## src/rtl/mdu_pkg.sv

```systemverilog
// Shared definitions for the multiply/divide unit: Op encoding and FSM state codes.
package mdu_pkg;

  localparam logic [1:0] OP_MULT  = 2'd0;
  localparam logic [1:0] OP_MULTU = 2'd1;
  localparam logic [1:0] OP_DIV   = 2'd2;
  localparam logic [1:0] OP_DIVU  = 2'd3;

  typedef logic [1:0] state_t;

  localparam state_t ST_IDLE = 2'd0;
  localparam state_t ST_CALC = 2'd1;
  localparam state_t ST_FIX  = 2'd2;
  localparam state_t ST_DONE = 2'd3;

endpackage

```

## src/rtl/hilo_reg.sv

```systemverilog
// Architectural HI/LO pair, updated one edge after a FIX result or an MTHI/MTLO write.
// The FIX result has priority; the caller already blocks MT writes while busy, so no stall is needed here.
module hilo_reg
  import mdu_pkg::*;
#(
  parameter int WIDTH = 32
) (
  input  logic             clk,
  input  logic             rst_n,
  input  logic             fix_we,
  input  logic [WIDTH-1:0] fix_hi,
  input  logic [WIDTH-1:0] fix_lo,
  input  logic             mt_we_hi,
  input  logic             mt_we_lo,
  input  logic [WIDTH-1:0] wd,
  output logic [WIDTH-1:0] hi,
  output logic [WIDTH-1:0] lo
);

  logic [WIDTH-1:0] hi_q, hi_d;
  logic [WIDTH-1:0] lo_q, lo_d;

  always_comb begin
    hi_d = hi_q;
    lo_d = lo_q;
    if (fix_we) begin
      hi_d = fix_hi;
      lo_d = fix_lo;
    end else begin
      if (mt_we_hi) hi_d = wd;
      if (mt_we_lo) lo_d = wd;
    end
  end

  always_ff @(posedge clk or negedge rst_n) begin
    if (!rst_n) begin
      hi_q <= '0;
      lo_q <= '0;
    end else begin
      hi_q <= hi_d;
      lo_q <= lo_d;
    end
  end

  assign hi = hi_q;
  assign lo = lo_q;

endmodule

```

## src/rtl/mult_div_unit.sv

```systemverilog
// Iterative MULT/MULTU/DIV/DIVU on magnitudes, one bit per cycle, with a sign-fix cycle.
// Done pulses WIDTH+2 edges after Start is accepted; Busy covers CALC and FIX so the pipeline stalls.
module mult_div_unit
  import mdu_pkg::*;
#(
  parameter int WIDTH = 32
) (
  input  logic             CLK,
  input  logic             RST_N,
  input  logic             Start,
  input  logic [1:0]       Op,
  input  logic [WIDTH-1:0] SrcA,
  input  logic [WIDTH-1:0] SrcB,
  input  logic             WEHI,
  input  logic             WELO,
  input  logic [WIDTH-1:0] WD,
  output logic             Busy,
  output logic             Done,
  output logic [WIDTH-1:0] HI,
  output logic [WIDTH-1:0] LO
);

  localparam int            CW   = $clog2(WIDTH);
  localparam logic [CW-1:0] LAST = CW'(WIDTH - 1);

  state_t           state_q, state_d;
  logic [CW-1:0]    cnt_q, cnt_d;
  logic [WIDTH-1:0] acc_q, acc_d;
  logic [WIDTH-1:0] shf_q, shf_d;
  logic [WIDTH-1:0] opnd_q, opnd_d;
  logic             is_div_q, is_div_d;
  logic             neg_lo_q, neg_lo_d;
  logic             neg_hi_q, neg_hi_d;
  logic             bzero_q, bzero_d;
  logic             busy_q, busy_d;
  logic             done_q, done_d;

  logic             sgn_op, div_op, a_neg, b_neg;
  logic [WIDTH-1:0] a_mag, b_mag;
  logic [WIDTH:0]   m_sum;
  logic [WIDTH:0]   d_shift;
  logic             d_borrow;
  logic [WIDTH-1:0] d_rem;
  logic [2*WIDTH-1:0] prod, prod_s;
  logic [WIDTH-1:0] fix_hi, fix_lo;
  logic             fix_we, mt_en;

  always_comb begin
    sgn_op = 1'b0;
    div_op = 1'b0;
    case (Op)
      OP_MULT:  sgn_op = 1'b1;
      OP_MULTU: sgn_op = 1'b0;
      OP_DIV:   begin sgn_op = 1'b1; div_op = 1'b1; end
      OP_DIVU:  div_op = 1'b1;
    endcase
    a_neg = sgn_op & SrcA[WIDTH-1];
    b_neg = sgn_op & SrcB[WIDTH-1];
    a_mag = a_neg ? -SrcA : SrcA;
    b_mag = b_neg ? -SrcB : SrcB;
  end

  // Multiply: {acc, shf} is the product register with the multiplier in the low half.
  // Divide: shf holds the dividend bits shifting out and the quotient bits shifting in.
  always_comb begin
    m_sum    = {1'b0, acc_q} + (shf_q[0] ? {1'b0, opnd_q} : '0);
    d_shift  = {acc_q, shf_q[WIDTH-1]};
    d_borrow = d_shift < {1'b0, opnd_q};
    d_rem    = WIDTH'(d_shift - {1'b0, opnd_q});
  end

  // A zero divisor never borrows, so acc ends holding |SrcA| and the sign fix restores SrcA.
  always_comb begin
    prod   = {acc_q, shf_q};
    prod_s = neg_lo_q ? -prod : prod;
    if (is_div_q) begin
      fix_hi = neg_hi_q ? -acc_q : acc_q;
      fix_lo = bzero_q ? '1 : (neg_lo_q ? -shf_q : shf_q);
    end else begin
      fix_hi = prod_s[2*WIDTH-1:WIDTH];
      fix_lo = prod_s[WIDTH-1:0];
    end
    fix_we = (state_q == ST_FIX);
    mt_en  = (state_q == ST_IDLE) || (state_q == ST_DONE);
  end

  always_comb begin
    state_d  = state_q;
    cnt_d    = cnt_q;
    acc_d    = acc_q;
    shf_d    = shf_q;
    opnd_d   = opnd_q;
    is_div_d = is_div_q;
    neg_lo_d = neg_lo_q;
    neg_hi_d = neg_hi_q;
    bzero_d  = bzero_q;
    case (state_q)
      ST_IDLE: begin
        if (Start) begin
          state_d  = ST_CALC;
          cnt_d    = '0;
          acc_d    = '0;
          is_div_d = div_op;
          opnd_d   = div_op ? b_mag : a_mag;
          shf_d    = div_op ? a_mag : b_mag;
          neg_lo_d = a_neg ^ b_neg;
          neg_hi_d = a_neg;
          bzero_d  = (SrcB == '0);
        end
      end
      ST_CALC: begin
        if (is_div_q) begin
          acc_d = d_borrow ? d_shift[WIDTH-1:0] : d_rem;
          shf_d = {shf_q[WIDTH-2:0], ~d_borrow};
        end else begin
          acc_d = m_sum[WIDTH:1];
          shf_d = {m_sum[0], shf_q[WIDTH-1:1]};
        end
        cnt_d = cnt_q + 1'b1;
        if (cnt_q == LAST) state_d = ST_FIX;
      end
      ST_FIX:  state_d = ST_DONE;
      default: state_d = ST_IDLE;
    endcase
    busy_d = (state_d == ST_CALC) || (state_d == ST_FIX);
    done_d = (state_d == ST_DONE);
  end

  always_ff @(posedge CLK or negedge RST_N) begin
    if (!RST_N) begin
      state_q  <= ST_IDLE;
      cnt_q    <= '0;
      acc_q    <= '0;
      shf_q    <= '0;
      opnd_q   <= '0;
      is_div_q <= 1'b0;
      neg_lo_q <= 1'b0;
      neg_hi_q <= 1'b0;
      bzero_q  <= 1'b0;
      busy_q   <= 1'b0;
      done_q   <= 1'b0;
    end else begin
      state_q  <= state_d;
      cnt_q    <= cnt_d;
      acc_q    <= acc_d;
      shf_q    <= shf_d;
      opnd_q   <= opnd_d;
      is_div_q <= is_div_d;
      neg_lo_q <= neg_lo_d;
      neg_hi_q <= neg_hi_d;
      bzero_q  <= bzero_d;
      busy_q   <= busy_d;
      done_q   <= done_d;
    end
  end

  hilo_reg #(.WIDTH(WIDTH)) u_hilo (
    .clk      (CLK),
    .rst_n    (RST_N),
    .fix_we   (fix_we),
    .fix_hi   (fix_hi),
    .fix_lo   (fix_lo),
    .mt_we_hi (WEHI & mt_en),
    .mt_we_lo (WELO & mt_en),
    .wd       (WD),
    .hi       (HI),
    .lo       (LO)
  );

  assign Busy = busy_q;
  assign Done = done_q;

endmodule
```

## config.mk

```make
export PLATFORM = sky130hd
export DESIGN_NAME = mult_div_unit
export DESIGN_NICKNAME = d
export VERILOG_FILES = /design/src/rtl/mdu_pkg.sv /design/src/rtl/hilo_reg.sv /design/src/rtl/mult_div_unit.sv
export SDC_FILE = /design/constraint.sdc
export NUM_CORES = 1
export LEC_CHECK = 0
export BUFFER_PORTS_ARGS = -buffer_cell sky130_fd_sc_hd__buf_4
export CAP_MARGIN = 20
export CELL_PAD_IN_SITES_DETAIL_PLACEMENT = 0
export CELL_PAD_IN_SITES_GLOBAL_PLACEMENT = 1
export CORE_UTILIZATION = 45
export DETAILED_ROUTE_END_ITERATION = 16
export PLACE_DENSITY_LB_ADDON = 0.1
export RECOVER_POWER = 100
export SLEW_MARGIN = 20
export SYNTH_ARGS = -nofsm -noshare
export SYNTH_HDL_FRONTEND = slang
export SYNTH_SLANG_ARGS = --single-unit
```

## constraint.sdc

```tcl
create_clock -name CLK -period 3.55 [get_ports CLK]
set_clock_uncertainty 0.05 [all_clocks]
set_input_delay 0.1775 -clock CLK [delete_from_list [all_inputs] [get_ports CLK]]
set_output_delay 0.1775 -clock CLK [all_outputs]
set_load 0.05 [all_outputs]
```

* Word level (Yosys, flattened, before mapping)
Cells that the tools add are included.
** Cells by class
- Bitwise gates (word level) :: 6
- Reduce and logical (&&, ||, !) cells :: 12
- Eq/ne operators :: 10
- $lt $le $gt $ge :: 1
- Add/subtract/negate cells :: 8
- Muxes and demuxes :: 29
** Operators by type and width (count)
- 32-bit two-way mux :: 19
- 32-bit negator :: 4
- 32-bit case mux with 2 select lines :: 2
- 64-bit two-way mux :: 1
- 64-bit negator :: 1
- 32-bit by 32-bit adder with 33-bit output :: 1
- 33-bit by 32-bit less-than comparator with 1-bit output :: 1
- 32-bit logical NOT :: 1
- 32-bit subtractor :: 1
- 2-bit equality test (second input constant) :: 6
- 5-bit case mux with 2 select lines :: 1
- 2-bit case mux with 3 select lines :: 1
- 2-bit nonzero test :: 3
- 5-bit by 1-bit adder with 5-bit output (second input constant) :: 1
- 5-bit equality test (second input constant) :: 1
- 5-bit two-way mux :: 1
- 1-bit bitwise AND :: 4
- 2-bit by 1-bit equality test with 1-bit output (second input constant) :: 2
- 2-bit logical NOT :: 2
- 2-bit two-way mux :: 2
- 2-bit AND reduction :: 2
- 2-bit OR reduction :: 2
- 1-bit logical OR :: 2
- 1-bit two-way mux :: 2
- other kinds (3) :: 3
** Storage, ports and cells
- Output and inout bits :: 66
- Register bits :: 173
- Input port bits :: 103
- Word-level logic and storage cells :: 79

* Depth between registers and ports, before layout
- Depth in word-level cells :: 8
- Gate-level depth with buffers :: 14
- Mapped depth without buffers :: 13

* By module
A second synthesis with hierarchy kept.
** Second synthesis, totals
- Cells, all modules :: 1934
- Area, all modules :: 15167.0 um2
** By module, submodules not included
- mult_div_unit :: area each 12151.7 um2, times used 1, cells each 1656
- hilo_reg :: area each 3015.4 um2, times used 1, cells each 278

* Worst setup path after synthesis
OpenSTA, ideal clock, no wires.
- Kind :: register to register
- Start :: register shf_q[0]
- End :: register acc_q[29]
- Library setup time :: 87 ps
- Cell stages (with the launch flop) :: 13
- Slack :: 412 ps
- Period minus slack after synthesis :: 3138 ps
- Arrival :: 3001 ps
- Required time :: 3413 ps
- Cells stage by stage :: dfrtp_1 -> inv_1 -> clkbuf_1 -> nor2_1 -> ha_1 -> inv_1 -> or3_1 -> o221a_2 -> o41a_1 -> o21ai_0 -> mux2i_1 -> nand3_1 -> o211ai_1
** On the way
- Longest elaborated chain between the ends :: 4
** RTL lines
- start: declaration :: RTL line mult_div_unit.sv:29 : logic [WIDTH-1:0] shf_q, shf_d;
- start signal: assignment :: RTL line mult_div_unit.sv:134 : shf_q <= '0;
- start signal: assignment :: RTL line mult_div_unit.sv:146 : shf_q <= shf_d;
- 32-bit two-way mux :: RTL line mult_div_unit.sv:66 : m_sum = {1'b0, acc_q} + (shf_q[0] ? {1'b0, opnd_q} : '0);
- 32-bit by 32-bit adder with 33-bit output :: RTL line mult_div_unit.sv:66
- 32-bit two-way mux :: RTL line mult_div_unit.sv:112 : if (is_div_q) begin
- 32-bit case mux with 2 select lines :: RTL line mult_div_unit.sv:97 : case (state_q)
- end signal: assignment :: RTL line mult_div_unit.sv:133 : acc_q <= '0;
- end signal: assignment :: RTL line mult_div_unit.sv:145 : acc_q <= acc_d;
- end: declaration :: RTL line mult_div_unit.sv:28 : logic [WIDTH-1:0] acc_q, acc_d;
No other way between the ends.
A chain may end at the register's enable or synchronous reset.

* Worst setup path in the final report
- Start :: register shf_q[2]
- End :: register u_hilo.hi_q[19] (netlist: u_hilo.hi[19])
** On the way
- Longest elaborated chain between the ends :: 4
** RTL lines
- 64-bit negator :: RTL line mult_div_unit.sv:75 : prod_s = neg_lo_q ? -prod : prod;
- 64-bit two-way mux :: RTL line mult_div_unit.sv:75
- 32-bit two-way mux :: RTL line mult_div_unit.sv:76 : if (is_div_q) begin
- 32-bit two-way mux :: RTL line hilo_reg.sv:26 : if (fix_we) begin
- end signal: assignment :: RTL line hilo_reg.sv:40 : hi_q <= hi_d;
- end: declaration :: RTL line hilo_reg.sv:20 : logic [WIDTH-1:0] hi_q, hi_d;
No other way between the ends.

==> impl_metrics.ini <==
[outcome]
outcome = finished with violations
violations = capacitance limit, slew limit

[final_layout]
drive_above_1_share = 0.126
ff_latch_area_mm2 = 0.00433
area_delta_synth_final_pct = 17.9
design_area_mm2 = 0.0179
antennaDiodeCount = 0
multiInputGateArea_mm2 = 0.0102
fillers = 3304
nets = 2334

[power]
power_frac_seq = 0.210
power_density_mw_per_mm2 = 1030
p_switching_w = 0.0101
p_leak_nw = 7.88
switching_share = 0.543
clkPwrFrac = 0.110
peakVddDrop_mv = 0.561
power_frac_comb = 0.680
p_int_w = 0.00846

[sta]
max_freq_mhz = 295
tightest_slew_ns = 1.86
setup_violations = 0
hold_viol_final = 0
setup_tns_ns = 0
post-route-period-util = 0.954
drv_slew = 66
slew_headroom = -0.240
fin_crit_ns = 3.39

[critical_path]
path_class = flip-flop to flip-flop
cp_num_buf_inv = 1
slowest_stage = dfrtp_1
r2r-start = shf_q[2]
worstPathRequired_ns = 3.88
r2r_slack_ns = 0.16
crit_family = simple AND/OR/NAND/NOR gates
ff2ff_path_depth = 10
path_cells = or3_1, nor4_1, nand4_1, nor3_1, clkbuf_1, o22ai_2, o41ai_1, xnor2_1, nand2_1, o21ai_0
cp.arrival_ns = 3.71
end_kind = flip-flop
path_max_fanout = 7
max_stage_delay_ns = 0.47
start_kind = flip-flop
r2r-end = u_hilo.hi[19]

[route]
drc = 0
num_vias = 15500
wl_mm = 57.7
via_per_inst = 5.95
ant_nets = 0
wl_per_cell_um = 22.1
firstDrtPassIters = 5
drt_iter0_markers = 1250

[logic_synthesis]
yosys_warnings = 0
synth_edf_count = 0
synth.top_cell.area_share = 0.284
synthAdderAreaFrac = 0.0635
ys_ff_latch = 173
synthArstFlopShare = 1.00
yosys-mux-area-fraction = 0.0515
syn-instance-count = 1965
ys_seq_area_frac = 0.284
synth_area_leaders = dfrtp_1 28%, a21oi_1 6.5%, ha_1 6.1%
synth_xor_area_frac = 0.0978
synthesis.nets = 2144
syn_area_per_cell_um2 = 7.74
synth_top_cell_by_area = dfrtp_1
synthFlopType = dfrtp_1
synth_cell_type_count = 82
yosys.area_share.simple = 0.201
synth.cell_area_mm2 = 0.0152
synth_compound_area_frac = 0.255
synth_top_family_by_area = compound AO/OA/AOI/OAI gates

[grt]
grtUsageMet3 = 0.0697
grt_start_max_net_pins = 67
grt_pass1_wl_mm = 87.7
antenna_found_initial = 0
grt_pass1_vias = 14700
busiest_layer = met2
overflow = 0
grt_use_met2 = 0.541
track_usage = 0.339
use_met1 = 0.452

[floorplan]
num_io_pins = 169
core_mm2 = 0.0329
start_util = 0.463
placement_rows = 66
die_y_um = 186
die_x_um = 186
die_area_mm2 = 0.0346

[clock_tree]
ctsHtreeMaxLevel = 4
worstSkewPairLatency_ns = 0.47
clk_path_buf_depth = 2
root_buffer = clkbuf_16
cts_made_buffers = 17
clkSlewWorstSetupHoldPaths_ns = 0.08
cts_sinks = 173
cts_tree = yes

[place]
dpl-instance-area_mm2 = 0.0174
gp_congestion = 0.962
portBuffers = 168
place_hpwl_mm = 45.4

[min_path]
holdPathEnd = u_hilo.lo[29]
hold_start = WD[29]
hold_depth = 3
hp-class = input port to flip-flop

[run]
max-cap-violations = 1
## cells in the final DEF (no fill, tap or decap), drive strengths merged, types with 25 or more instances in the layout
master       synthesis  layout
nand2              224     224
a21oi              197     197
nor2               193     193
o21ai              187     187
buf                 16     184
dfrtp              173     173
clkbuf             105     100
xnor2               98      98
ha                  74      74
xor2                72      72
inv                 64      69
mux2i               58      58
nor3                53      53
nand3               42      42
or3                 35      35
a21o                29      29
o221ai              27      27
dlygate4sd3          0      26
a211oi              25      25
## final cells by class
type                       instances  share of cell area
multi-input combinational       1607               0.567
sequential                       173               0.241
timing repair buffer             292               0.112
tap                              442              0.0308
clock buffer                      18              0.0245
inverter                          64              0.0136
clock inverter                    14              0.0108
## timing repair
action                                  CTS  global route
endpoints found under the setup margin    0             5
setup buffers                             0             2
endpoints found under the hold margin   105             0
resized for setup                         0             8
hold buffers                             26             0
## power by group through the flow
stage | logic [W] | clock network, W | registers [W]
global placement | 0.0126 | 0 | 0.00388
floorplan | 0.00759 | 0 | 0.00486
finish | 0.0126 | 0.00204 | 0.00389
global route | 0.0137 | 0.00213 | 0.00399
CTS | 0.0128 | 0.00205 | 0.00386
detailed placement | 0.0127 | 0 | 0.00390
## worst max path at each step
stage | start | end | slack, ns | cells past startpoint
after floorplan | shf_q[0] | acc_q[29] | 0.41 | 12
after global placement | opnd_q[0] | acc_q[29] | 0.13 | 15
after detailed placement | shf_q[31] | acc_q[30] | 0.09 | 13
after CTS | shf_q[31] | acc_q[30] | 0.05 | 13
after global routing | shf_q[0] | acc_q[29] | -0.01 | 15
final | shf_q[2] | u_hilo.hi[19] | 0.16 | 10
## per-stage QoR
step                cells  hold slack (ns)  setup WS (ns)  power, W  utilization
floorplan            1965           -0.168          0.412    0.0124            -
global placement     2550            0.184          0.129    0.0165        0.529
detailed placement   2550            0.186         0.0929    0.0166        0.529
CTS                  2608          0.00124         0.0486    0.0187        0.556
global route         2610           0.0253        -0.0129    0.0198        0.546
finish               2610           0.0114          0.163    0.0185        0.546
## registers in the layout (all words and copies together), names as in the netlist
register / count
Busy: 1
Done: 1
acc_q: 32
bzero_q: 1
cnt_q: 5
is_div_q: 1
neg_hi_q: 1
neg_lo_q: 1
opnd_q: 32
shf_q: 32
state_q: 2
u_hilo.hi: 32
u_hilo.lo: 32
## tightest hold or removal path: stages
cell and delay [ns]:
buf_4 0.09, o22ai_1 0.07, o21ai_0 0.15
## per-layer routing
layer  vias up  part of all wire
li1       7457                 -
met2       540              0.45
met3        92             0.071
met5         -                 0
met4         0             0.033
met1      7432              0.45
## Yosys cell counts (12+ instances only)
| master | n |
|---|---|
| ha_1 | 74 |
| nor2_1 | 193 |
| nand2_1 | 224 |
| o22ai_1 | 18 |
| mux2_2 | 18 |
| xor2_1 | 72 |
| a211oi_1 | 25 |
| a21oi_1 | 197 |
| o21ai_0 | 182 |
| o211ai_1 | 16 |
| xnor2_1 | 98 |
| nor4_1 | 13 |
| o221ai_1 | 27 |
| nand3_1 | 42 |
| nor3_1 | 49 |
| a22oi_1 | 22 |
| o21a_1 | 12 |
| o31ai_1 | 21 |
| nand2b_1 | 19 |
| inv_1 | 63 |
| clkbuf_1 | 105 |
| nand4_1 | 13 |
| or3_1 | 32 |
| a21o_1 | 29 |
| mux2i_1 | 58 |
| dfrtp_1 | 173 |
## cells by family after synthesis
family | after synthesis
simple gates | 658
compound gates | 627
buf+inv | 185
flops | 173
xor+xnor | 170
mux | 76
fa+ha+maj | 76
Power figures use the tool's default switching activity.
